<file path="src/rtl/sevenseg_mux_if.sv">
// Producer/display bundle for the multiplexed seven-segment driver.
// The master drives value and controls; the slave drives the pin-facing outputs.
interface sevenseg_mux_if #(
    parameter int unsigned NUM_DIGITS = 4
);
    logic                      load;
    logic [4*NUM_DIGITS-1:0]   value;
    logic [NUM_DIGITS-1:0]     dp;
    logic                      lz_en;
    logic                      blank;
    logic [NUM_DIGITS-1:0]     digit_n;
    logic [6:0]                sevenseg;
    logic [6:0]                sevenseg_n;
    logic                      dp_n;
    logic                      frame;

    modport master (
        output load, value, dp, lz_en, blank,
        input  digit_n, sevenseg, sevenseg_n, dp_n, frame
    );

    modport slave (
        input  load, value, dp, lz_en, blank,
        output digit_n, sevenseg, sevenseg_n, dp_n, frame
    );
endinterface

</file>
<file path="src/rtl/sevenseg_mux.sv">
// Time-multiplexed hex display driver: scans one digit per prescaler tick and
// swaps in newly loaded values only at frame boundaries so a frame never tears.
module sevenseg_mux #(
    parameter int unsigned NUM_DIGITS = 4,
    parameter int unsigned CLK_DIV    = 50000
) (
    input logic           clk,
    input logic           rst,
    sevenseg_mux_if.slave bus
);
    localparam int unsigned IdxW = (NUM_DIGITS > 1) ? $clog2(NUM_DIGITS) : 1;
    localparam int unsigned DivW = $clog2(CLK_DIV);
    localparam logic [IdxW-1:0] LastIdx = IdxW'(NUM_DIGITS - 1);
    localparam logic [DivW-1:0] LastDiv = DivW'(CLK_DIV - 1);

    logic [DivW-1:0]         div_q, div_d;
    logic [IdxW-1:0]         idx_q, idx_d;
    logic [4*NUM_DIGITS-1:0] disp_q, disp_d;
    logic [NUM_DIGITS-1:0]   disp_dp_q, disp_dp_d;
    logic [4*NUM_DIGITS-1:0] pend_q, pend_d;
    logic [NUM_DIGITS-1:0]   pend_dp_q, pend_dp_d;
    logic                    pend_vld_q, pend_vld_d;
    logic [NUM_DIGITS-1:0]   cur_dn_q, cur_dn_d;
    logic [6:0]              cur_seg_q, cur_seg_d;
    logic                    cur_dpn_q, cur_dpn_d;
    logic [NUM_DIGITS-1:0]   out_dn_q, out_dn_d;
    logic [6:0]              out_seg_q, out_seg_d;
    logic                    out_dpn_q, out_dpn_d;
    logic                    frame_q, frame_d;

    logic                    tick;
    logic                    wrap;
    logic [3:0]              sel_nib;
    logic                    sel_dp;
    logic                    sel_dark;
    logic [NUM_DIGITS-1:0]   lz_dark;
    logic [NUM_DIGITS-1:0]   dn_new;
    logic [6:0]              seg_new;

    function automatic logic [6:0] hex_to_seg(input logic [3:0] nib);
        logic [6:0] seg;
        case (nib)
            4'h0:    seg = 7'h3F;
            4'h1:    seg = 7'h06;
            4'h2:    seg = 7'h5B;
            4'h3:    seg = 7'h4F;
            4'h4:    seg = 7'h66;
            4'h5:    seg = 7'h6D;
            4'h6:    seg = 7'h7D;
            4'h7:    seg = 7'h07;
            4'h8:    seg = 7'h7F;
            4'h9:    seg = 7'h6F;
            4'hA:    seg = 7'h77;
            4'hB:    seg = 7'h7C;
            4'hC:    seg = 7'h39;
            4'hD:    seg = 7'h5E;
            4'hE:    seg = 7'h79;
            4'hF:    seg = 7'h71;
            default: seg = 7'h00;
        endcase
        return seg;
    endfunction

    assign tick = (div_q == LastDiv);
    assign wrap = tick && (idx_q == LastIdx);

    always_comb begin : p_scan
        div_d = tick ? '0 : div_q + DivW'(1);
        idx_d = idx_q;
        if (tick) begin
            idx_d = (idx_q == LastIdx) ? '0 : idx_q + IdxW'(1);
        end
    end

    // A load landing exactly on the wrap edge bypasses pend and shows at once.
    always_comb begin : p_buffer
        disp_d     = disp_q;
        disp_dp_d  = disp_dp_q;
        pend_d     = pend_q;
        pend_dp_d  = pend_dp_q;
        pend_vld_d = pend_vld_q;
        if (bus.load && wrap) begin
            disp_d     = bus.value;
            disp_dp_d  = bus.dp;
            pend_vld_d = 1'b0;
        end else if (bus.load) begin
            pend_d     = bus.value;
            pend_dp_d  = bus.dp;
            pend_vld_d = 1'b1;
        end else if (wrap && pend_vld_q) begin
            disp_d     = pend_q;
            disp_dp_d  = pend_dp_q;
            pend_vld_d = 1'b0;
        end
    end

    // Decode the digit that will be selected after this edge, from the next display state.
    always_comb begin : p_decode
        logic upper_zero;
        upper_zero = 1'b1;
        lz_dark    = '0;
        sel_nib    = '0;
        sel_dp     = 1'b0;
        sel_dark   = 1'b0;
        dn_new     = '1;
        for (int k = int'(NUM_DIGITS) - 1; k >= 0; k--) begin
            upper_zero = upper_zero && (disp_d[4*k +: 4] == 4'h0);
            lz_dark[k] = upper_zero && (k != 0);
        end
        for (int k = 0; k < int'(NUM_DIGITS); k++) begin
            if (idx_d == IdxW'(k)) begin
                sel_nib   = disp_d[4*k +: 4];
                sel_dp    = disp_dp_d[k];
                sel_dark  = bus.lz_en && lz_dark[k];
                dn_new[k] = 1'b0;
            end
        end
        seg_new = sel_dark ? 7'h00 : hex_to_seg(sel_nib);
    end

    always_comb begin : p_outputs
        cur_dn_d  = cur_dn_q;
        cur_seg_d = cur_seg_q;
        cur_dpn_d = cur_dpn_q;
        if (tick) begin
            cur_dn_d  = dn_new;
            cur_seg_d = seg_new;
            cur_dpn_d = ~sel_dp;
        end
        // Blank only masks the pins; the held digit reappears on release.
        out_dn_d  = bus.blank ? '1 : cur_dn_d;
        out_seg_d = bus.blank ? 7'h00 : cur_seg_d;
        out_dpn_d = bus.blank ? 1'b1 : cur_dpn_d;
        frame_d   = wrap;
    end

    always_ff @(posedge clk or posedge rst) begin
        if (rst) begin
            div_q      <= '0;
            idx_q      <= LastIdx;
            disp_q     <= '0;
            disp_dp_q  <= '0;
            pend_q     <= '0;
            pend_dp_q  <= '0;
            pend_vld_q <= 1'b0;
            cur_dn_q   <= '1;
            cur_seg_q  <= 7'h00;
            cur_dpn_q  <= 1'b1;
            out_dn_q   <= '1;
            out_seg_q  <= 7'h00;
            out_dpn_q  <= 1'b1;
            frame_q    <= 1'b0;
        end else begin
            div_q      <= div_d;
            idx_q      <= idx_d;
            disp_q     <= disp_d;
            disp_dp_q  <= disp_dp_d;
            pend_q     <= pend_d;
            pend_dp_q  <= pend_dp_d;
            pend_vld_q <= pend_vld_d;
            cur_dn_q   <= cur_dn_d;
            cur_seg_q  <= cur_seg_d;
            cur_dpn_q  <= cur_dpn_d;
            out_dn_q   <= out_dn_d;
            out_seg_q  <= out_seg_d;
            out_dpn_q  <= out_dpn_d;
            frame_q    <= frame_d;
        end
    end

    assign bus.digit_n    = out_dn_q;
    assign bus.sevenseg   = out_seg_q;
    assign bus.sevenseg_n = ~out_seg_q;
    assign bus.dp_n       = out_dpn_q;
    assign bus.frame      = frame_q;
endmodule

</file>
<file path="src/flat_wrapper.sv">
// flat-port wrapper written by rule: the top's interface ports become plain ports
module sevenseg_mux_flat 
#(
    parameter int unsigned NUM_DIGITS = 4,
    parameter int unsigned CLK_DIV    = 50000
)
  (clk, rst, bus_load, bus_value, bus_dp, bus_lz_en, bus_blank, bus_digit_n, bus_sevenseg, bus_sevenseg_n, bus_dp_n, bus_frame);
  sevenseg_mux_if #(.NUM_DIGITS(NUM_DIGITS)) bus_i ();
  input logic clk;
  input logic rst;
  input wire logic [$bits(bus_i.load)-1:0] bus_load;
  input wire logic [$bits(bus_i.value)-1:0] bus_value;
  input wire logic [$bits(bus_i.dp)-1:0] bus_dp;
  input wire logic [$bits(bus_i.lz_en)-1:0] bus_lz_en;
  input wire logic [$bits(bus_i.blank)-1:0] bus_blank;
  output wire logic [$bits(bus_i.digit_n)-1:0] bus_digit_n;
  output wire logic [$bits(bus_i.sevenseg)-1:0] bus_sevenseg;
  output wire logic [$bits(bus_i.sevenseg_n)-1:0] bus_sevenseg_n;
  output wire logic [$bits(bus_i.dp_n)-1:0] bus_dp_n;
  output wire logic [$bits(bus_i.frame)-1:0] bus_frame;
  assign bus_i.load = bus_load;
  assign bus_i.value = bus_value;
  assign bus_i.dp = bus_dp;
  assign bus_i.lz_en = bus_lz_en;
  assign bus_i.blank = bus_blank;
  assign bus_digit_n = bus_i.digit_n;
  assign bus_sevenseg = bus_i.sevenseg;
  assign bus_sevenseg_n = bus_i.sevenseg_n;
  assign bus_dp_n = bus_i.dp_n;
  assign bus_frame = bus_i.frame;
  sevenseg_mux #(.NUM_DIGITS(NUM_DIGITS), .CLK_DIV(CLK_DIV)) u_core (.clk(clk), .rst(rst), .bus(bus_i));
endmodule
</file>
<file path="config.mk">
export PLATFORM = sky130hd
export DESIGN_NAME = sevenseg_mux_flat
export DESIGN_NICKNAME = d
export VERILOG_FILES = /design/src/rtl/sevenseg_mux_if.sv /design/src/rtl/sevenseg_mux.sv /design/src/flat_wrapper.sv
export SDC_FILE = /design/constraint.sdc
export NUM_CORES = 1
export LEC_CHECK = 0
export ABC_AREA = 1
export BUFFER_PORTS_ARGS = -buffer_cell sky130_fd_sc_hd__buf_4
export CORE_MARGIN = 2
export CORE_UTILIZATION = 40
export DETAILED_ROUTE_END_ITERATION = 7
export GPL_TIMING_DRIVEN = 0
export SKIP_LAST_GASP = 1
export SLEW_MARGIN = 20
export SYNTH_ARGS = -nofsm -noshare
export SYNTH_HDL_FRONTEND = slang
export SYNTH_SLANG_ARGS = --single-unit
</file>
<file path="constraint.sdc">
create_clock -name clk -period 2.54 [get_ports clk]
set_clock_uncertainty 0.15 [all_clocks]
set_input_delay 0.381 -clock clk [delete_from_list [all_inputs] [get_ports clk]]
set_output_delay 0.381 -clock clk [all_outputs]
set_load 0.02 [all_outputs]
</file>
==> summary.md <==
| Metric | Value |
|---|---|
| Avg Synthesized Cell Area | `roughly 8.6 µm²` |
| Final HPWL DP | `about 7.7 mm` |
| Antenna Violating Nets Remaining | `0` |
| Syn Nets | `around 560` |
| Cell count after synthesis | `about 530` |
| Storage cell area | `between 0.002 and 0.0025 mm²` |
| Synth area leaders | `dfrtp_1 (40%), nand2_1 (9.9%), dfstp_2 (7.0%)` |
| GRT overflow | `0` |
| Worst-margin pin slew | `roughly 0.67 ns` |
| Area of the mapped netlist | `approximately 0.0045 mm²` |
| Synthesis Warnings | `0` |
| Worst-Skew Late Latency | `around 0.35 ns` |
| Core area | `0.0109 mm²` |
| Post-synth EDFFs | `0` |
| Tot Pwr | `2940 µW` |
| CTS max path bufs | `2` |
| GR Util All Layers | `18.4%` |
| Largest net degree at the start of global routing | `26` |
| Nets | `650` |
| Final worst path period need | `about 2.8 ns` |
| Crit. End Element | `flip-flop` |
| Worst Path Buf+Inv | `3` |
| Layout area overhead | `30.5%` |
| CTS Buf Count | `9` |
| Area of the multi-input gates | `about 0.0023 mm²` |
| RSZ-0062 raised after global routing | `true` |
| HP Class | `input port to flip-flop` |
| CTS H-tree depth | `3` |
| Hold path start | `bus_blank` |
| Top cell type's share of synthesized area | `39.8%` |
| Share of layout cells above drive strength 1 | `between 30% and 40%` |
| Worst-path cell chain | `ha_4 -> nand2_4 -> nor2_4 -> nand3_2 -> nor2_4 -> nand3_4 -> buf_8 -> nand3_2 -> nand3_2 -> nand2_1 -> nand3_2 -> nor2_4 -> buf_4 -> ha_4 -> inv_4 -> nand3_4 -> nand3_2 -> nand3_2 -> a21oi_2` |
| Reg2reg start | `u_core.div_q[1]` |
| CTS clk-pin slew, worst paths | `around 0.06 ns` |
| Max IR drop VDD | `333 µV` |
| Ys flop type | `dfrtp_1` |
| Slew Viols, Final | `0` |
| #FFs+latches synth | `84` |
| Cell variety after synth | `36` |
| Failing checks | `setup timing` |
| Diodes inserted | `0` |
| Pre-CTS setup slack | `-0.510 ns` |
| Hold path cells | `2` |
| Iter 0 DRT Violations | `between 200 and 250` |
| Worst hold endpoint | `u_core.bus.digit_n[3]` |
| Critical path's most frequent cell | `nand3_2` |
| Critical-path maximum fanout | `8` |
| DIE AREA | `~0.012 mm²` |
| Routability Congestion | `just under 0.9` |
| R2r worst-path depth | `19` |
| Core Rows | `38` |
| Post-Layout Cell Count | `762` |
| Post-Place Cell Area | `~0.0051 mm²` |
| Leakage | `just under 0.003 µW` |
| Max-Cap Viols | `0` |
| DRC | `0` |
| First-pass DRT Iterations | `5` |
| Initial antenna violation count | `0` |
| Die Wd | `around 110 µm` |
| WL final | `approximately 11 mm` |
| Final WS setup | `-0.281 ns` |
| Max_slew headroom | `55.2%` |
| Req. time, crit path | `roughly 2.6 ns` |
| Async SR Flop Fraction | `100%` |
| Type of origin of the critical path | `flip-flop` |
| PwrDens | `slightly below 500 mW/mm²` |
| Initial Util | `between 40% and 50%` |
| Clk sinks | `84` |
| Vias in the first global route | `roughly 3.7k` |
| R2R Path End | `u_core.bus.sevenseg[3]` |
| Chip Height | `~110 µm` |
| Fin crit share | `111%` |
| WL/cell | `approximately 14 µm` |
| Fill cells | `1,021` |
| Sequential share of the synthesized area | `a little under half` |
| Vias per cell | `4.93` |
| Synth area leader | `dfrtp_1` |
| CTS tree | `yes` |
| Dpl cells | `just over 700` |
| Cell family with most CP delay | `simple AND/OR/NAND/NOR gates` |
| Final Hold Viols | `0` |
| Final instance area | `~0.0059 mm²` |
| Clock Root Buffer | `clkbuf_16` |
| Kind of critical path | `flip-flop to flip-flop` |
| Port Buffers | `44` |
| Post-synth top cells | `nand2_1 (119), dfrtp_1 (72), inv_1 (56), nand3_1 (55), nor2_1 (49)` |
| Register-to-register setup slack | `-0.28 ns` |
| Setup violators final | `16` |
| First-pass GRT wire length | `approximately 18 mm` |
| Fin util | `54.1%` |
| Crit path DAT | `around 2.9 ns` |
| Most numerous cell in the Yosys netlist | `nand2_1` |
| Fmax | `roughly 0.35 GHz` |
| Crit-path max cell delay | `0.39 ns` |
| Slowest-stage cell, CP | `dfrtp_1` |
| Outcome | `finished, violations left` |
| Ports | `45` |
| Via Count | `roughly 3.8k` |
stage by stage:
stage	hold slack, ns	TNS, ns
3_3_place_gp	0.303	-5.04
4_1_cts	0.109	-3.92
3_5_place_dp	0.287	-5.69
6_report	0.112	-3.54
2_1_floorplan	0.285	0
5_1_grt	0.122	-6.51
layout make-up:
class	count	share of cell area, %
Buffer	14	1.95
Timing Repair Buffer	80	11.3
Tap cell	140	2.96
Multi-Input combinational cell	361	38.7
Clock inverter	4	0.825
Clock buffer	12	4.00
Sequential cell	84	35.8
Inverter	67	4.44
how the worst max path moves through the flow:
stage	endpoint	cells after the start	startpoint
after global routing	u_core.bus.sevenseg[5]	18	u_core.div_q[6]
after global placement	u_core.bus.sevenseg[0]	14	bus_load
after detailed placement	u_core.bus.sevenseg[0]	14	bus_load
final	u_core.bus.sevenseg[3]	19	u_core.div_q[1]
after floorplan	u_core.bus.sevenseg[3]	17	u_core.div_q[0]
after CTS	u_core.bus.sevenseg[5]	16	u_core.div_q[0]
per-layer routing:
| metal | vias up | global-route usage (%) | part of all wire, % |
|---|---|---|---|
| met1 | 1792 | 24.2 | 45 |
| met2 | 65 | 30.3 | 50 |
| met5 | - | 0 | 0 |
| met4 | 0 | 7.08 | 1.6 |
| li1 | 1883 | - | - |
| met3 | 14 | 3.46 | 2.9 |
state kept, by name (all words and copies together) (netlist names):
name / cells
u_core.bus.digit_n: 4
u_core.bus.dp_n: 1
u_core.bus.frame: 1
u_core.bus.sevenseg: 7
u_core.cur_dn_q: 4
u_core.cur_dpn_q: 1
u_core.cur_seg_q: 7
u_core.disp_dp_q: 4
u_core.disp_q: 16
u_core.div_q: 16
u_core.idx_q: 2
u_core.pend_dp_q: 4
u_core.pend_q: 16
u_core.pend_vld_q: 1
repair_timing:
item                                    4_1_cts  5_1_grt
resized for setup                            29       33
buffers inserted                             26        7
hold buffers                                  1        0
pin swaps                                    31       32
endpoints found under the hold margin        16        0
endpoints found under the setup margin       16       24
cell families after synthesis:
group           after synthesis  share of synthesized area [%]
simple gates                298                           34.2
flops                        84                           46.7
buf+inv                      81                           7.65
compound gates               38                           5.27
mux                          13                           3.23
fa+ha+maj                     8                           2.21
xor+xnor                      4                          0.773
cell usage in the layout, fill, tap and decap left out, types with 10 or more instances in the layout:
master / n
buf_6: 10
nand3_1: 45
o21ai_0: 14
nand2_1: 108
buf_4: 73
inv_1: 52
nand3_2: 31
dfstp_2: 12
nor2_4: 16
nand2_2: 20
inv_2: 11
dfrtp_1: 70
mux2_2: 13
nor2_1: 43
nand4_1: 10
power breakdown:
part           switching, µW  total, µW  leakage, µW  internal [µW]
clock                    526       1290     0.000141            763
sequential              20.3       1410      0.00100           1390
combinational            133        242      0.00180            109
total                    680       2940      0.00295           2260
Note: power is estimated with default switching activity, not from simulation.
